### config.mk
export PLATFORM = sky130hd
export DESIGN_NAME = wb_rr_arbiter
export DESIGN_NICKNAME = d
export VERILOG_FILES = /design/src/rtl/wb_rr_arbiter.sv
export SDC_FILE = /design/constraint.sdc
export NUM_CORES = 1
export LEC_CHECK = 0
export CORE_AREA = 3 3 117 119
export CTS_CLUSTER_DIAMETER = 50
export DETAILED_ROUTE_END_ITERATION = 6
export DIE_AREA = 0 0 120 122
export SYNTH_ARGS = -nofsm -noshare
export SYNTH_HDL_FRONTEND = slang
export SYNTH_SLANG_ARGS = --single-unit
### constraint.sdc
create_clock -name wb_clk -period 1.7 [get_ports wb_clk]
set_clock_uncertainty 0.1 [all_clocks]
set_input_delay 0.17 -clock wb_clk [delete_from_list [all_inputs] [get_ports wb_clk]]
set_output_delay 0.17 -clock wb_clk [all_outputs]
set_load 0.01 [all_outputs]
### src/rtl/wb_rr_arbiter.sv
// Round-robin Wishbone B3 arbiter: NM masters share one slave port.
// The owner keeps the bus for its whole cyc assertion, so bursts stay intact.
// A watchdog turns a slave that never terminates into an err for the owner.
module wb_rr_arbiter #(
    parameter int NM      = 2,
    parameter int AW      = 32,
    parameter int DW      = 32,
    parameter int TIMEOUT = 255
) (
    input  logic                  wb_clk,
    input  logic                  wb_rst,
    // master side
    input  logic [NM*AW-1:0]      wbm_adr_i,
    input  logic [NM*DW-1:0]      wbm_dat_i,
    input  logic [NM*(DW/8)-1:0]  wbm_sel_i,
    input  logic [NM-1:0]         wbm_we_i,
    input  logic [NM-1:0]         wbm_cyc_i,
    input  logic [NM-1:0]         wbm_stb_i,
    input  logic [NM*3-1:0]       wbm_cti_i,
    input  logic [NM*2-1:0]       wbm_bte_i,
    output logic [DW-1:0]         wbm_dat_o,
    output logic [NM-1:0]         wbm_ack_o,
    output logic [NM-1:0]         wbm_err_o,
    output logic [NM-1:0]         wbm_rty_o,
    // slave side
    output logic [AW-1:0]         wbs_adr_o,
    output logic [DW-1:0]         wbs_dat_o,
    output logic [DW/8-1:0]       wbs_sel_o,
    output logic                  wbs_we_o,
    output logic                  wbs_cyc_o,
    output logic                  wbs_stb_o,
    output logic [2:0]            wbs_cti_o,
    output logic [1:0]            wbs_bte_o,
    input  logic [DW-1:0]         wbs_dat_i,
    input  logic                  wbs_ack_i,
    input  logic                  wbs_err_i,
    input  logic                  wbs_rty_i,
    // current owner, one-hot, zero when the bus is free
    output logic [NM-1:0]         grant_o
);

    localparam int SW  = DW / 8;
    localparam int PW  = (NM > 1) ? $clog2(NM) : 1;
    localparam int WDW = (TIMEOUT > 2) ? $clog2(TIMEOUT) : 1;

    localparam logic [PW:0]    NM_W     = (PW + 1)'(NM);
    localparam logic [PW-1:0]  LAST_IDX = PW'(NM - 1);
    localparam logic [WDW-1:0] WD_LIMIT = WDW'((TIMEOUT > 0) ? TIMEOUT - 1 : 0);
    localparam logic           WD_EN    = (TIMEOUT > 0);

    typedef enum logic [1:0] {
        ST_IDLE  = 2'd0,
        ST_BUSY  = 2'd1,
        ST_ABORT = 2'd2
    } state_t;

    // Per-master views of the packed input buses
    logic [AW-1:0] m_adr [NM];
    logic [DW-1:0] m_dat [NM];
    logic [SW-1:0] m_sel [NM];
    logic [2:0]    m_cti [NM];
    logic [1:0]    m_bte [NM];

    genvar gi;
    generate
        for (gi = 0; gi < NM; gi++) begin : g_unpack
            assign m_adr[gi] = wbm_adr_i[gi*AW +: AW];
            assign m_dat[gi] = wbm_dat_i[gi*DW +: DW];
            assign m_sel[gi] = wbm_sel_i[gi*SW +: SW];
            assign m_cti[gi] = wbm_cti_i[gi*3 +: 3];
            assign m_bte[gi] = wbm_bte_i[gi*2 +: 2];
        end
    endgenerate

    state_t          state_q, state_d;
    logic [NM-1:0]   grant_q, grant_d;
    logic [PW-1:0]   gidx_q, gidx_d;
    logic [PW-1:0]   ptr_q, ptr_d;
    logic [WDW-1:0]  wdog_q, wdog_d;
    logic            abort_first_q, abort_first_d;

    logic            req_found;
    logic [PW-1:0]   req_idx;
    logic            cur_cyc;
    logic            cur_stb;
    logic            slave_term;
    logic [PW-1:0]   ptr_after_owner;

    assign grant_o    = grant_q;
    assign wbm_dat_o  = wbs_dat_i;
    assign cur_cyc    = wbm_cyc_i[gidx_q];
    assign cur_stb    = wbm_stb_i[gidx_q];
    assign slave_term = wbs_ack_i | wbs_err_i | wbs_rty_i;
    assign ptr_after_owner = (gidx_q == LAST_IDX) ? '0 : gidx_q + PW'(1);

    // Find the first requester at or after the round-robin pointer
    always_comb begin
        logic [PW:0] cand;
        req_found = 1'b0;
        req_idx   = ptr_q;
        cand      = '0;
        for (int i = 0; i < NM; i++) begin
            cand = {1'b0, ptr_q} + (PW + 1)'(i);
            if (cand >= NM_W) begin
                cand = cand - NM_W;
            end
            if (!req_found && wbm_cyc_i[cand[PW-1:0]]) begin
                req_found = 1'b1;
                req_idx   = cand[PW-1:0];
            end
        end
    end

    // Next-state logic: arbitration, ownership release and watchdog
    always_comb begin
        state_d       = state_q;
        grant_d       = grant_q;
        gidx_d        = gidx_q;
        ptr_d         = ptr_q;
        wdog_d        = wdog_q;
        abort_first_d = 1'b0;

        case (state_q)
            ST_IDLE: begin
                wdog_d = '0;
                if (req_found) begin
                    state_d          = ST_BUSY;
                    gidx_d           = req_idx;
                    grant_d          = '0;
                    grant_d[req_idx] = 1'b1;
                end
            end

            ST_BUSY: begin
                if (!cur_cyc) begin
                    // owner released; a termination this cycle still reaches it
                    state_d = ST_IDLE;
                    grant_d = '0;
                    ptr_d   = ptr_after_owner;
                    wdog_d  = '0;
                end else if (cur_stb && !slave_term) begin
                    if (WD_EN && (wdog_q == WD_LIMIT)) begin
                        state_d       = ST_ABORT;
                        wdog_d        = '0;
                        abort_first_d = 1'b1;
                    end else if (WD_EN) begin
                        wdog_d = wdog_q + WDW'(1);
                    end
                end else begin
                    wdog_d = '0;
                end
            end

            ST_ABORT: begin
                wdog_d = '0;
                if (!cur_cyc) begin
                    state_d = ST_IDLE;
                    grant_d = '0;
                    ptr_d   = ptr_after_owner;
                end
            end

            default: begin
                state_d = ST_IDLE;
                grant_d = '0;
                wdog_d  = '0;
            end
        endcase
    end

    // Bus routing: owner drives the slave, slave terminations go to the owner only
    always_comb begin
        wbs_adr_o = '0;
        wbs_dat_o = '0;
        wbs_sel_o = '0;
        wbs_we_o  = 1'b0;
        wbs_cyc_o = 1'b0;
        wbs_stb_o = 1'b0;
        wbs_cti_o = '0;
        wbs_bte_o = '0;
        wbm_ack_o = '0;
        wbm_err_o = '0;
        wbm_rty_o = '0;

        if (state_q == ST_BUSY) begin
            wbs_adr_o         = m_adr[gidx_q];
            wbs_dat_o         = m_dat[gidx_q];
            wbs_sel_o         = m_sel[gidx_q];
            wbs_we_o          = wbm_we_i[gidx_q];
            wbs_cyc_o         = cur_cyc;
            wbs_stb_o         = cur_stb;
            wbs_cti_o         = m_cti[gidx_q];
            wbs_bte_o         = m_bte[gidx_q];
            wbm_ack_o[gidx_q] = wbs_ack_i;
            wbm_err_o[gidx_q] = wbs_err_i;
            wbm_rty_o[gidx_q] = wbs_rty_i;
        end else if (state_q == ST_ABORT && abort_first_q) begin
            // single err pulse for the watchdog; late slave responses are dropped
            wbm_err_o[gidx_q] = 1'b1;
        end
    end

    // State registers with synchronous reset
    always_ff @(posedge wb_clk) begin
        if (wb_rst) begin
            state_q       <= ST_IDLE;
            grant_q       <= '0;
            gidx_q        <= '0;
            ptr_q         <= '0;
            wdog_q        <= '0;
            abort_first_q <= 1'b0;
        end else begin
            state_q       <= state_d;
            grant_q       <= grant_d;
            gidx_q        <= gidx_d;
            ptr_q         <= ptr_d;
            wdog_q        <= wdog_d;
            abort_first_q <= abort_first_d;
        end
    end

endmodule
==> results of run 1 <==
[repair_timing]
action / in CTS / in global routing
cloned: 8 / 1
resized for setup: 390 / 71
endpoints found under the setup margin: 94 / 76
pin swaps: 14 / 1
setup buffers: 30 / 12
endpoints found under the hold margin: 0 / 0
[how the worst max path moves through the flow]
| stage | from | end | slack [ps] | cells past startpoint |
|---|---|---|---|---|
| finish | gidx_q | wbs_cti_o[2] | -120 | 7 |
| global route | gidx_q | wdog_q[2] | -170 | 6 |
| CTS | state_q[1] | wbs_adr_o[17] | -140 | 8 |
| detailed placement | wbs_ack_i | wdog_q[3] | -320 | 5 |
| global placement | wbs_err_i | wdog_q[3] | -300 | 5 |
| floorplan | state_q[1] | wdog_q[2] | 60 | 7 |
[kinds of logic after synthesis]
logic type,after synthesis,share of synthesized area [%]
DFF,15,13.0
muxes,76,32.9
buffers and inverters,58,15.5
and+or+nand+nor,117,29.1
adders and majority gates,5,2.70
AOI/OAI and AO/OA,17,4.54
xor gates and xnor gates,6,2.27
[through the flow]
stage	setup TNS, ps	hold WS [ps]	worst slack (ps)	std cells
floorplan	0	139	59.2	294
global placement	-10230	240	-298	675
detailed placement	-12340	240	-316	675
CTS	-3980	240	-137	715
global route	-5960	240	-169	717
finish	-2890	240	-122	717
[flip-flops by register name, indices dropped and copies added (netlist names)]
name	count
abort_first_q	1
state_q	2
gidx_q	1
wdog_q	8
ptr_q	1
grant_o	2
[routing by layer]
layer	vias to the layer above	global-route usage (%)
li1	1458	-
met1	1404	20.3
met2	129	30.7
met3	2	5.11
met4	0	0.644
met5	-	0
[placed cells by master (no fill, tap or decap), types with 3 or more instances in the layout]
cell             count
a21oi_1              3
buf_6               23
ha_1                 4
dfxtp_1             12
nand2_1              5
nand3_1              4
nor2_1              11
buf_12              17
clkbuf_16            4
buf_8                9
buf_4               15
xnor2_1              3
dlygate4sd2_1        7
clkdlybuf4s50_1    158
a21oi_2              3
xor2_1               3
nor2b_4              9
mux2i_2             10
and3_1               4
mux2i_1             48
buf_2               63
inv_1                5
nor2_2               4
nor2b_2              6
nor2b_1             63
mux2i_4             17
o21ai_0              3
[critical path: stages (launching register included)]
cell and delay (ps):
dfxtp_4 360, buf_12 140, buf_4 130, buf_8 120, buf_16 140, mux2i_4 190, nor2b_4 110, buf_6 110
[report_power, final]
group | switching (mW) | internal (mW) | total (mW)
Clock | 0.144 | 0.314 | 0.458
Combinational | 1.91 | 2.73 | 4.64
Sequential | 0.0435 | 0.408 | 0.452
[layout make-up]
cell class              instances  area, um2
fillers                      1227       7060
flip-flops and latches         15        307
clock inverters                 1       5.00
well taps                     172        215
multi-input cells             221       2070
clock buffers                   3       75.1
repair buffers                298       2920
inverters                       7       26.3
==> flow_summary_export.csv, run 1 <==
group,metric,value,unit
sta,final_hold_viol_count,0,
min_path,worstHoldStart,"wbs_dat_i[16]",
critical_path,r2r_slack,-120,ps
sta,period_share,107,%
flow_run,maxCapViolations,0,
floorplanning,start_util,18.3,%
logic_synthesis,yosysMostFrequentCell,"nor2b_1",
route,wl_met3,1.08,mm
logic_synthesis,synth_top_area_share,32.4,%
floorplanning,fp.dieArea,14600,um2
route,top_layer,"met4",
placement,portBuffers,240,
clock_tree,cts_tree,"built",
critical_path,r2r-start,"gidx_q",
cells_and_area,drive_gt1_share,37.1,%
placement,gp_congestion,0.846,
sta,rsz0062_at_grt,"yes",
cells_and_area,diodes,0,
route,drt_iter0_drc,116,
critical_path,ff2ff_path_depth,6,
global_routing,grt_overflow,0,
clock_tree,holdBufCountCts,0,
clock_tree,cts_num_sinks,15,
min_path,whs_path_depth,0,
logic_synthesis,synth_area_leaders,"mux2i_1 (32%), nor2b_1 (21%), dfxtp_1 (13%), buf_4 (11%), ha_1 (2.7%)",
route,drc_errors,0,
floorplanning,ioPinCount,305,
clock_tree,cts-root-buf,"clkbuf_16",
sta,layout_setup_ws,-122,ps
critical_path,worstPathMaxFanout,7,
clock_tree,cts_buffer_depth,2,
outcome,outcome,"finished with violations",
logic_synthesis,synth_edf_count,0,
critical_path,cp.arrival,1550,ps
global_routing,grt_pass1_vias,3131,
sta,finalSetupViolCount,49,
floorplanning,core_region_area,12700,um2
floorplanning,num_rows,41,
clock_tree,htreeDepth,1,
power,ir_drop,0.438,mV
global_routing,grt_pass1_wl,19.2,mm
critical_path,cp-end-kind,"output port",
logic_synthesis,synth_seq_cells,15,
sta,maxSlewHeadroom,77.7,%
floorplanning,dieWidth,120,um
power,p_per_area,989,nW/um2
route,vias,2993,
logic_synthesis,synth_warnings,0,
route,wl_per_cell,18.6,um
sta,worst_pin_slew,331,ps
cells_and_area,fin_util,44.3,%
sta,fin_crit,1820,ps
placement,place_area,4790,um2
cells_and_area,stdcell_area,5610,um2
route,first_pass_iters,4,
clock_tree,numCtsBuffers,3,
min_path,holdPathEnd,"wbm_dat_o[16]",
route,met2_length,7.12,mm
global_routing,grt_antenna_before_repair,0,
logic_synthesis,syn-mean-instance-area,7.87,um2
outcome,violations,"negative setup slack",
global_routing,grtUsageTotal,16.7,%
power,total_power,5.55,mW
min_path,hp-class,"primary input to output port",
logic_synthesis,synth_cell_types,31,
sta,fmax,0.549,GHz
logic_synthesis,synth_common_cells,"nor2b_1 (78), mux2i_1 (75), buf_4 (33)",
cells_and_area,finish.net_count,740,
clock_tree,clkTransAtPathRegs,50,ps
route,drt-met1-wl,5.14,mm
route,drt_wl_total,13.3,mm
power,p_leak,2.28,nW
critical_path,cp-start-kind,"register",
global_routing,grt_max_degree,22,
sta,slew_violations,0,
logic_synthesis,yosysSeqAreaShare,13.0,%
cells_and_area,area_growth,142,%
route,final_antenna_net_count,0,
critical_path,crit_required,1430,ps
logic_synthesis,synth.net_count,488,
route,avgViaCountPerCell,4.17,
critical_path,critPathKind,"register to output port",
clock_tree,worst_skew_pair.late_latency,240,ps
logic_synthesis,async_reset_ff_share,0,%
floorplanning,die_h,122,um
placement,hpwl,9.97,mm
logic_synthesis,syn_inst,294,
logic_synthesis,ys.flop_type,"dfxtp_1",
logic_synthesis,yosys.area.top_type,"mux2i_1",
logic_synthesis,netlist_area,2310,um2
critical_path,r2r-end,"wdog_q[3]",
Note: power is estimated with default switching activity, not from simulation.
==> run 2: changes to the inputs <==
==> constraint.sdc (replaced) <==
create_clock -name wb_clk -period 1.7 [get_ports wb_clk]
set_clock_uncertainty 0.1 [all_clocks]
set_input_delay 0.17 -clock wb_clk [delete_from_list [all_inputs] [get_ports wb_clk]]
set_output_delay 0.17 -clock wb_clk [all_outputs]
set_load 0.1 [all_outputs]
==> run 2 against run 1 <==
The run still ends with negative setup slack left. Highest routed layer is now met5. Wire length decreased by 4.5%. Setup slack improved by 9.7 ps. Sequential share of layout area decreased by 1.2 points. Cell count decreased by 2.6%.
==> flow_summary_export.csv, run 2 (same netlist as run 1, synthesis figures left out) <==
group,metric,value,unit
clock_tree,htreeDepth,1,
placement,pre_cts_ws,-333,ps
clock_tree,holdBufCountCts,0,
clock_tree,worst_skew_pair.late_latency,250,ps
critical_path,cp-start-kind,"register",
critical_path,crit_required,1430,ps
global_routing,grtUsageTotal,14.9,%
cells_and_area,largest-register,"wdog_q",
clock_tree,cts_num_sinks,15,
sta,maxSlewHeadroom,79.5,%
power,p_per_area,1630,nW/um2
global_routing,grt_antenna_before_repair,1,
flow_run,maxCapViolations,0,
sta,finalSetupViolCount,83,
route,drc_errors,0,
floorplanning,dieWidth,120,um
cells_and_area,instances_no_fill,698,
route,avgViaCountPerCell,4.31,
clock_tree,clkTransAtPathRegs,50,ps
clock_tree,cts-root-buf,"clkbuf_16",
sta,layout_setup_ws,-112,ps
global_routing,grt_pass1_vias,3102,
power,ir_drop,1.34,mV
cells_and_area,area_growth,215,%
sta,final_hold_viol_count,0,
global_routing,grt_max_degree,35,
cells_and_area,n_fill_cell,998,
route,final_antenna_net_count,0,
critical_path,critPathKind,"register to output port",
sta,slew_violations,0,
sta,worst_pin_slew,298,ps
placement,portBuffers,240,
sta,final.setup.tns,-5010,ps
critical_path,worstPathMaxFanout,8,
global_routing,grt_overflow,0,
min_path,hp-class,"primary input to output port",
sta,rsz0062_at_grt,"yes",
placement,gp_congestion,0.757,
floorplanning,core_region_area,12700,um2
clock_tree,cts_buffer_depth,2,
cells_and_area,fin_util,57.6,%
route,drt_wl_total,12.7,mm
outcome,violations,"negative setup slack",
cells_and_area,finish.net_count,721,
cells_and_area,drive_gt1_share,55.5,%
route,drt_iter0_drc,83,
cells_and_area,layout_commonest_cell,"clkdlybuf4s50_1",
floorplanning,num_rows,41,
floorplanning,ioPinCount,305,
floorplanning,start_util,18.3,%
sta,period_share,107,%
placement,placed_cells,675,
floorplanning,die_h,122,um
power,total_power,11.9,mW
cells_and_area,largest_reg_flops,8,
route,wl_per_cell,18.2,um
clock_tree,cts_tree,"built",
placement,hpwl,9.76,mm
critical_path,cp-end-kind,"output port",
route,vias,3010,
critical_path,cp.arrival,1540,ps
outcome,outcome,"finished with violations",
floorplanning,fp.dieArea,14600,um2
route,first_pass_iters,4,
cells_and_area,most-common-layout-cells,"clkdlybuf4s50_1 (153), buf_12 (91), nor2b_4 (67)",
critical_path,r2r_slack,-20,ps
cells_and_area,diodes,0,
clock_tree,numCtsBuffers,3,
sta,fin_crit,1810,ps
sta,fmax,0.552,GHz
power,p_leak,2.59,nW
global_routing,grt_pass1_wl,17.3,mm
## run 2: final timing paths
path                            cells after the start             to     startpoint
worst max-delay path                                5  wbs_dat_o[27]         gidx_q
worst min-delay path                                0  wbm_dat_o[20]  wbs_dat_i[20]
worst min register to register                      1      wdog_q[0]      wdog_q[0]
worst max register to register                      5      wdog_q[2]         gidx_q
## run 2: layout make-up
class,instances,area (um2),share of cell area [%]
Sequential cell,15,308,4.22
Clock buffer,3,75.1,1.03
Clock inverter,1,5.00,0.0686
Timing Repair Buffer,279,3820,52.3
Inverter,7,26.3,0.360
Tap cell,172,215,2.95
Multi-Input combinational cell,221,2860,39.1
## run 2: power breakdown
| part | total (mW) | switching (mW) | leakage (nW) | internal [mW] |
|---|---|---|---|---|
| clock network | 0.461 | 0.147 | 0.0409 | 0.314 |
| registers | 0.472 | 0.0631 | 0.124 | 0.409 |
| logic | 11.0 | 6.18 | 2.43 | 4.81 |
| total | 11.9 | 6.39 | 2.59 | 5.53 |
## run 2: worst max-delay path, cell delays in order, from the launching register on
cell and delay (ps):
dfxtp_4 420, buf_12 150, clkbuf_16 180, mux2i_2 290, nor2b_4 80, buf_12 170
## run 2: repair_timing
action | in CTS | in global routing
pin swaps | 5 | 7
endpoints found under the setup margin | 90 | 92
setup buffers | 4 | 8
resized for setup | 115 | 43
cloned | 2 | 6
## run 2: per-layer routing
layer | GRT usage, % | vias up | wire (um)
met5 | 0 | - | 13
met3 | 4.27 | 20 | 1170
met1 | 15.2 | 1410 | 4070
met4 | 2.93 | 2 | 155
met2 | 30.0 | 164 | 7330
li1 | - | 1414 | -
## run 2: per-stage QoR
step / area, um2 / hold WS (ps)
global placement: 6170 / 241
CTS: 6910 / 241
floorplan: 2830 / 139
global route: 7300 / 240
finish: 7300 / 240
detailed placement: 6170 / 241
==> run 3: changes to the inputs <==
--- a/config.mk
+++ b/config.mk
@@ -5,10 +5,11 @@
 export SDC_FILE = /design/constraint.sdc
 export NUM_CORES = 1
 export LEC_CHECK = 0
-export CORE_AREA = 3 3 117 119
+export ABC_AREA = 1
+export CORE_AREA = 3 3 116 118
 export CTS_CLUSTER_DIAMETER = 50
 export DETAILED_ROUTE_END_ITERATION = 6
-export DIE_AREA = 0 0 120 122
+export DIE_AREA = 0 0 119 121
 export SYNTH_ARGS = -nofsm -noshare
 export SYNTH_HDL_FRONTEND = slang
 export SYNTH_SLANG_ARGS = --single-unit
==> run 3 against run 2 <==
The run still ends with negative setup slack left. Sequential share of layout area is 0.14 points lower. Hold slack hardly changed. Setup slack better by 60 ps. Clock power is 0.9% higher. Final area is 3.0% higher. Cell count is 17% higher. Sequential cell count stayed put. Fmax is 3.4% higher. Largest cell class unchanged.
==> flow_summary_export.csv, run 3 <==
group,metric,value,unit
outcome,outcome,"finished with violations",
outcome,violations,"negative setup slack",
sta,layout_setup_ws,-52.2,ps
critical_path,slowest_delay,410,ps
clock_tree,holdBufCountCts,0,
global_routing,grt_antenna_before_repair,0,
placement,hpwl,10.1,mm
clock_tree,numCtsBuffers,3,
route,final_antenna_net_count,0,
power,p_seq_share,3.4,%
logic_synthesis,yosys.area.top_type,"nand2_1",
critical_path,r2r-start,"gidx_q",
logic_synthesis,async_reset_ff_share,0,%
global_routing,grt_pass1_vias,3615,
critical_path,cp_top_family,"buffers and inverters",
min_path,whs_path_depth,0,
logic_synthesis,synth_seq_cells,15,
cells_and_area,area_growth,250,%
sta,period_share,103,%
power,p_leak,2.77,nW
route,vias,3594,
floorplanning,dieWidth,119,um
flow_run,maxCapViolations,0,
floorplanning,start_util,17.1,%
clock_tree,cts_num_sinks,15,
critical_path,crit_slowest_cell,"dfxtp_4",
clock_tree,cts_buffer_depth,2,
critical_path,cp.depth,6,
global_routing,grt_max_degree,19,
min_path,hp-class,"primary input to output port",
route,drt_wl_total,14.6,mm
cells_and_area,layout_commonest_cell,"clkdlybuf4s50_1",
power,p_sw,8.48,mW
route,avgViaCountPerCell,4.42,
critical_path,ff2ff_path_depth,11,
logic_synthesis,netlist_area,2150,um2
sta,final.setup.tns,-633,ps
logic_synthesis,synth.net_count,602,
placement,portBuffers,240,
critical_path,cp-start-kind,"register",
route,drt_iter0_drc,152,
floorplanning,num_rows,41,
logic_synthesis,synth_edf_count,0,
logic_synthesis,syn-mean-instance-area,5.27,um2
floorplanning,ioPinCount,305,
power,clkPwrFrac,3.3,%
logic_synthesis,synth_warnings,0,
floorplanning,fp.dieArea,14400,um2
global_routing,grt_overflow,0,
critical_path,critPathKind,"register to output port",
cells_and_area,largest-register,"wdog_q",
power,pwr-share-comb,93.3,%
power,p_per_area,1900,nW/um2
route,first_pass_iters,4,
power,p_sw_share,59.3,%
sta,fin_crit,1750,ps
sta,final_hold_viol_count,0,
critical_path,cp.arrival,1480,ps
clock_tree,cts-root-buf,"clkbuf_16",
sta,rsz0062_at_grt,"yes",
critical_path,crit_required,1430,ps
logic_synthesis,ys.flop_type,"dfxtp_1",
route,drc_errors,0,
critical_path,crit_top_cell,"buf_12",
floorplanning,core_region_area,12600,um2
placement,gp_congestion,0.802,
logic_synthesis,synth_common_cells,"nand2_1 (181), a21oi_1 (80), buf_4 (32)",
logic_synthesis,yosysSeqAreaShare,14.0,%
clock_tree,clkTransAtPathRegs,50,ps
logic_synthesis,synth_cell_types,30,
sta,finalSetupViolCount,44,
power,ir_drop,0.969,mV
clock_tree,cts_tree,"built",
cells_and_area,largest_reg_flops,8,
sta,fin_hold_ws,240,ps
logic_synthesis,syn_inst,408,
cells_and_area,finish.net_count,837,
cells_and_area,most-common-layout-cells,"clkdlybuf4s50_1 (156), buf_12 (97), nand2_1 (92)",
cells_and_area,drive_gt1_share,51.1,%
logic_synthesis,synth_top_area_share,31.6,%
sta,fmax,0.571,GHz
logic_synthesis,yosysMostFrequentCell,"nand2_1",
floorplanning,die_h,121,um
power,p_int,5.81,mW
sta,slew_violations,0,
critical_path,crit_chain,"buf_12 -> buf_12 -> clkbuf_16 -> nand2_4 -> a21oi_4 -> buf_12",
clock_tree,htreeDepth,1,
critical_path,crit_buf_inv,4,
critical_path,cp-end-kind,"output port",
sta,worst_pin_slew,292,ps
cells_and_area,n_fill_cell,1037,
sta,maxSlewHeadroom,80.4,%
logic_synthesis,synth_area_leaders,"nand2_1 (32%), a21oi_1 (19%), dfxtp_1 (14%), buf_4 (11%), inv_1 (3.3%)",
clock_tree,worst_skew_pair.late_latency,250,ps
cells_and_area,fin_util,59.8,%
global_routing,grtUsageTotal,17.4,%
critical_path,crit_start,"gidx_q",
min_path,worstHoldStart,"wbs_dat_i[10]",
critical_path,worstPathMaxFanout,5,
global_routing,grt_pass1_wl,20.1,mm
cells_and_area,diodes,0,
route,wl_per_cell,17.9,um
run 3: cell types whose count changed after synthesis, moves of 7 or more:
cell | before | now
a21oi_1 | 6 | 80
nor2b_1 | 78 | 0
nor2_2 | 0 | 7
inv_1 | 7 | 19
nand2_1 | 7 | 181
mux2i_1 | 75 | 0
run 3: area by class of cell:
type | count | area, um2 | share of cell area, %
flip-flops and latches | 15 | 307 | 4.08
repair inverters | 3 | 41.3 | 0.549
multi-input cells | 314 | 2700 | 35.9
well taps | 172 | 215 | 2.86
inverters | 22 | 124 | 1.65
clock inverters | 1 | 5.00 | 0.0666
repair buffers | 284 | 4050 | 53.9
clock buffers | 3 | 75.1 | 0.999
run 3: metrics by stage:
| stage | cell area [um2] | std cells | power [mW] | worst slack, ps |
|---|---|---|---|---|
| 2_1_floorplan | 3130 | 408 | 8.31 | -158 |
| 3_3_place_gp | 6350 | 780 | 11.7 | 88.6 |
| 3_5_place_dp | 6350 | 780 | 11.8 | 51.9 |
| 4_1_cts | 6860 | 802 | 13.3 | -47.1 |
| 5_1_grt | 7520 | 814 | 14.8 | -83.6 |
| 6_report | 7520 | 814 | 14.3 | -52.2 |
run 3: power by group through the flow:
stage / logic [mW] / registers (mW) / clock network (mW)
final: 13.3 / 0.490 / 0.465
after global placement: 11.3 / 0.481 / 0
after detailed placement: 11.3 / 0.483 / 0
after floorplan: 7.77 / 0.543 / 0
after CTS: 12.3 / 0.486 / 0.473
after global routing: 13.8 / 0.499 / 0.486
run 3: final timing paths:
path / to / slack, ps
worst max register to register: wdog_q[3] / 20
worst max-delay path: wbs_adr_o[15] / -50
worst min-delay path: wbm_dat_o[10] / 240
worst min register to register: wdog_q[0] / 370
run 3: cells by family (layout without fill, tap and decap cells):
group                      Yosys count  count (layout)  synth area share [%]
AOI/OAI and AO/OA                   86              86                  20.6
xor gates and xnor gates             3               3                  1.22
adders and majority gates            5               5                  2.91
buffers and inverters               79             313                  20.3
DFF                                 15              15                  14.0
and+or+nand+nor                    220             220                  40.9
run 3: what timing repair did:
action | in CTS | in global routing
endpoints found under the setup margin | 78 | 91
cloned | 8 | 10
pin swaps | 20 | 58
setup buffers | 10 | 4
gates resized for setup | 47 | 118
hold endpoints to repair | 0 | 0
run 3: routing by layer:
layer	up-vias	track usage, %	wire, um
met4	0	3.33	180
met1	1682	19.2	5160
met5	-	0	0
li1	1737	-	-
met3	25	4.48	966
met2	150	33.7	8300
run 3: worst register-to-register path, stage by stage, from the launching register on:
cell,delay (ps)
dfxtp_4,410
buf_12,140
buf_12,120
nand2_4,50
o21ai_4,70
nand2_2,80
inv_2,90
buf_4,120
nand2_2,60
nor2_4,130
inv_4,70
nor3_2,150
==> edit, RTL diff (flow settings as in run 3) <==
Make the reset (`wb_rst`) asynchronous in one clocked block. Comments in the files are not updated.
--- a/src/rtl/wb_rr_arbiter.sv
+++ b/src/rtl/wb_rr_arbiter.sv
@@ -201,7 +201,7 @@
     end
 
     // State registers with synchronous reset
-    always_ff @(posedge wb_clk) begin
+    always_ff @(posedge wb_clk or posedge wb_rst) begin
         if (wb_rst) begin
             state_q       <= ST_IDLE;
             grant_q       <= '0;
Function: differs if wb_rst is asserted again (counterexample within 4 cycles, from zero or initial values and one cycle with wb_rst high); with wb_rst held inactive, the same outputs for 4 cycles.
==> edit against run 3 <==
- the flow still finishes with violations (negative setup slack)
- sequential cell count stayed put
- critical endpoint is now wbs_we_o
- count of clock-buffer cells in the layout is 1 higher
- cell area is 8.5% lower
- synthesized area rose by 3.1%
- non-clock buffer count fell by 14
- setup slack got worse by 66 ps
- wire length fell by 4.5%
- die area stayed put
- largest cell class unchanged
Power is not shown: default switching activity piles up to over one toggle a cycle in this logic, so the estimate is an artifact.
==> edit: results (changes against run 3) <==
synth:
  avgSynthCellArea_um2: 5.554  # was 5.265 um^2
  synthFlopType: "dfrtp_1"  # was dfxtp_1
  async_flop_share_pct: 100.0  # was 0%
  synthTopCellsByCount: "176 x nand2_1, 78 x a21oi_1, 36 x buf_4, 19 x inv_1, 15 x dfrtp_1"  # was 181 x nand2_1, 80 x a21oi_1, 32 x buf_4, 19 x inv_1, 16 x nor2_1
  synthDistinctLibCells: 23  # was 30
  ys_seq_area_share_pct: 16.94  # was 13.98%
place:
  gp_congestion: 0.7882  # was 0.8023
  dp_slack_ps: 48.72  # was 51.94 ps
  placed_area_mm2: 0.006409  # was 0.006355 mm^2
  dp_hpwl_um: 10690  # was 10,110 um
finish:
  final_nets: 812  # was 837
  drive_above_1_share_pct: 37.93  # was 51.09%
timing:
  hold_ws_ps: 184.5  # was 240.0 ps
  fin_setup_tns_ps: -7126  # was -632.8 ps
  finalSetupViolCount: 83  # was 44
  setup_ws_ps: -118.7  # was -52.23 ps
worst_setup_path:
  cp.arrival_ps: 1550  # was 1480 ps
  r2r_end: "wdog_q[3]"  # unchanged
  reg2regPathDepth: 10  # was 11
  critPathMaxFanout: 13  # was 5
routing:
  drt_iter0_markers: 119  # was 152
  vias: 3433  # was 3,594
status:
  status: "finished with violations"  # unchanged
  violations: "negative setup slack"  # unchanged
hold_path:
  hp-class: "input port to asynchronous set/reset pin"  # was input port to primary output
global_routing:
  track_usage_pct: 17.53  # was 17.44%
  grt_pass1_vias: 3574  # was 3,615
  grt_max_degree: 42  # was 19
edit: what timing repair did:
action,CTS,global route
gates cloned,2,4
setup buffers,8,2
setup endpoints to repair,80,93
gates resized for setup,27,16
pin swaps,4,8
edit: how the worst max path moves through the flow:
stage / from / to / slack (ps) / cells past startpoint
floorplan: state_q[1] / wbm_err_o[0] / -210 / 6
global placement: gidx_q / state_q[0] / 70 / 10
detailed placement: state_q[0] / wbm_err_o[0] / 50 / 5
CTS: state_q[1] / wbs_dat_o[11] / -130 / 6
global route: state_q[1] / wbs_adr_o[7] / -180 / 6
finish: state_q[1] / wbs_we_o / -120 / 6
edit: cell families after synthesis:
family | after synthesis | share of synthesized area, %
AO/OA/AOI/OAI | 86 | 20.10
XOR/XNOR | 4 | 1.581
AND/OR/NAND/NOR | 211 | 38.28
buffers and inverters | 78 | 20.27
adder cells (fa/ha/maj) | 5 | 2.823
flip-flops | 15 | 16.94
edit: layout make-up:
cell class / instances / area (um^2)
clock buffer: 4 / 78.83
fill: 1116 / 5690
inverter: 21 / 98.84
multi-input combinational: 306 / 2367
sequential: 15 / 376.6
tap: 172 / 215.2
timing repair buffer: 270 / 3732
timing repair inverter: 1 / 8.758
edit: worst max-delay path: stages (launching register included):
cell	delay (ps)
dfrtp_1	380
inv_2	80
ha_4	230
inv_12	80
buf_12	170
a21oi_2	160
buf_12	190
edit: per-layer routing:
metal  vias to the layer above  track usage, %  part of all wire, %
li1                       1667               -                    -
met1                      1582           20.02                   37
met2                       166           33.56                   55
met3                        18           3.916                  7.3
met4                         0           2.969                  1.6
met5                         -               0                    0
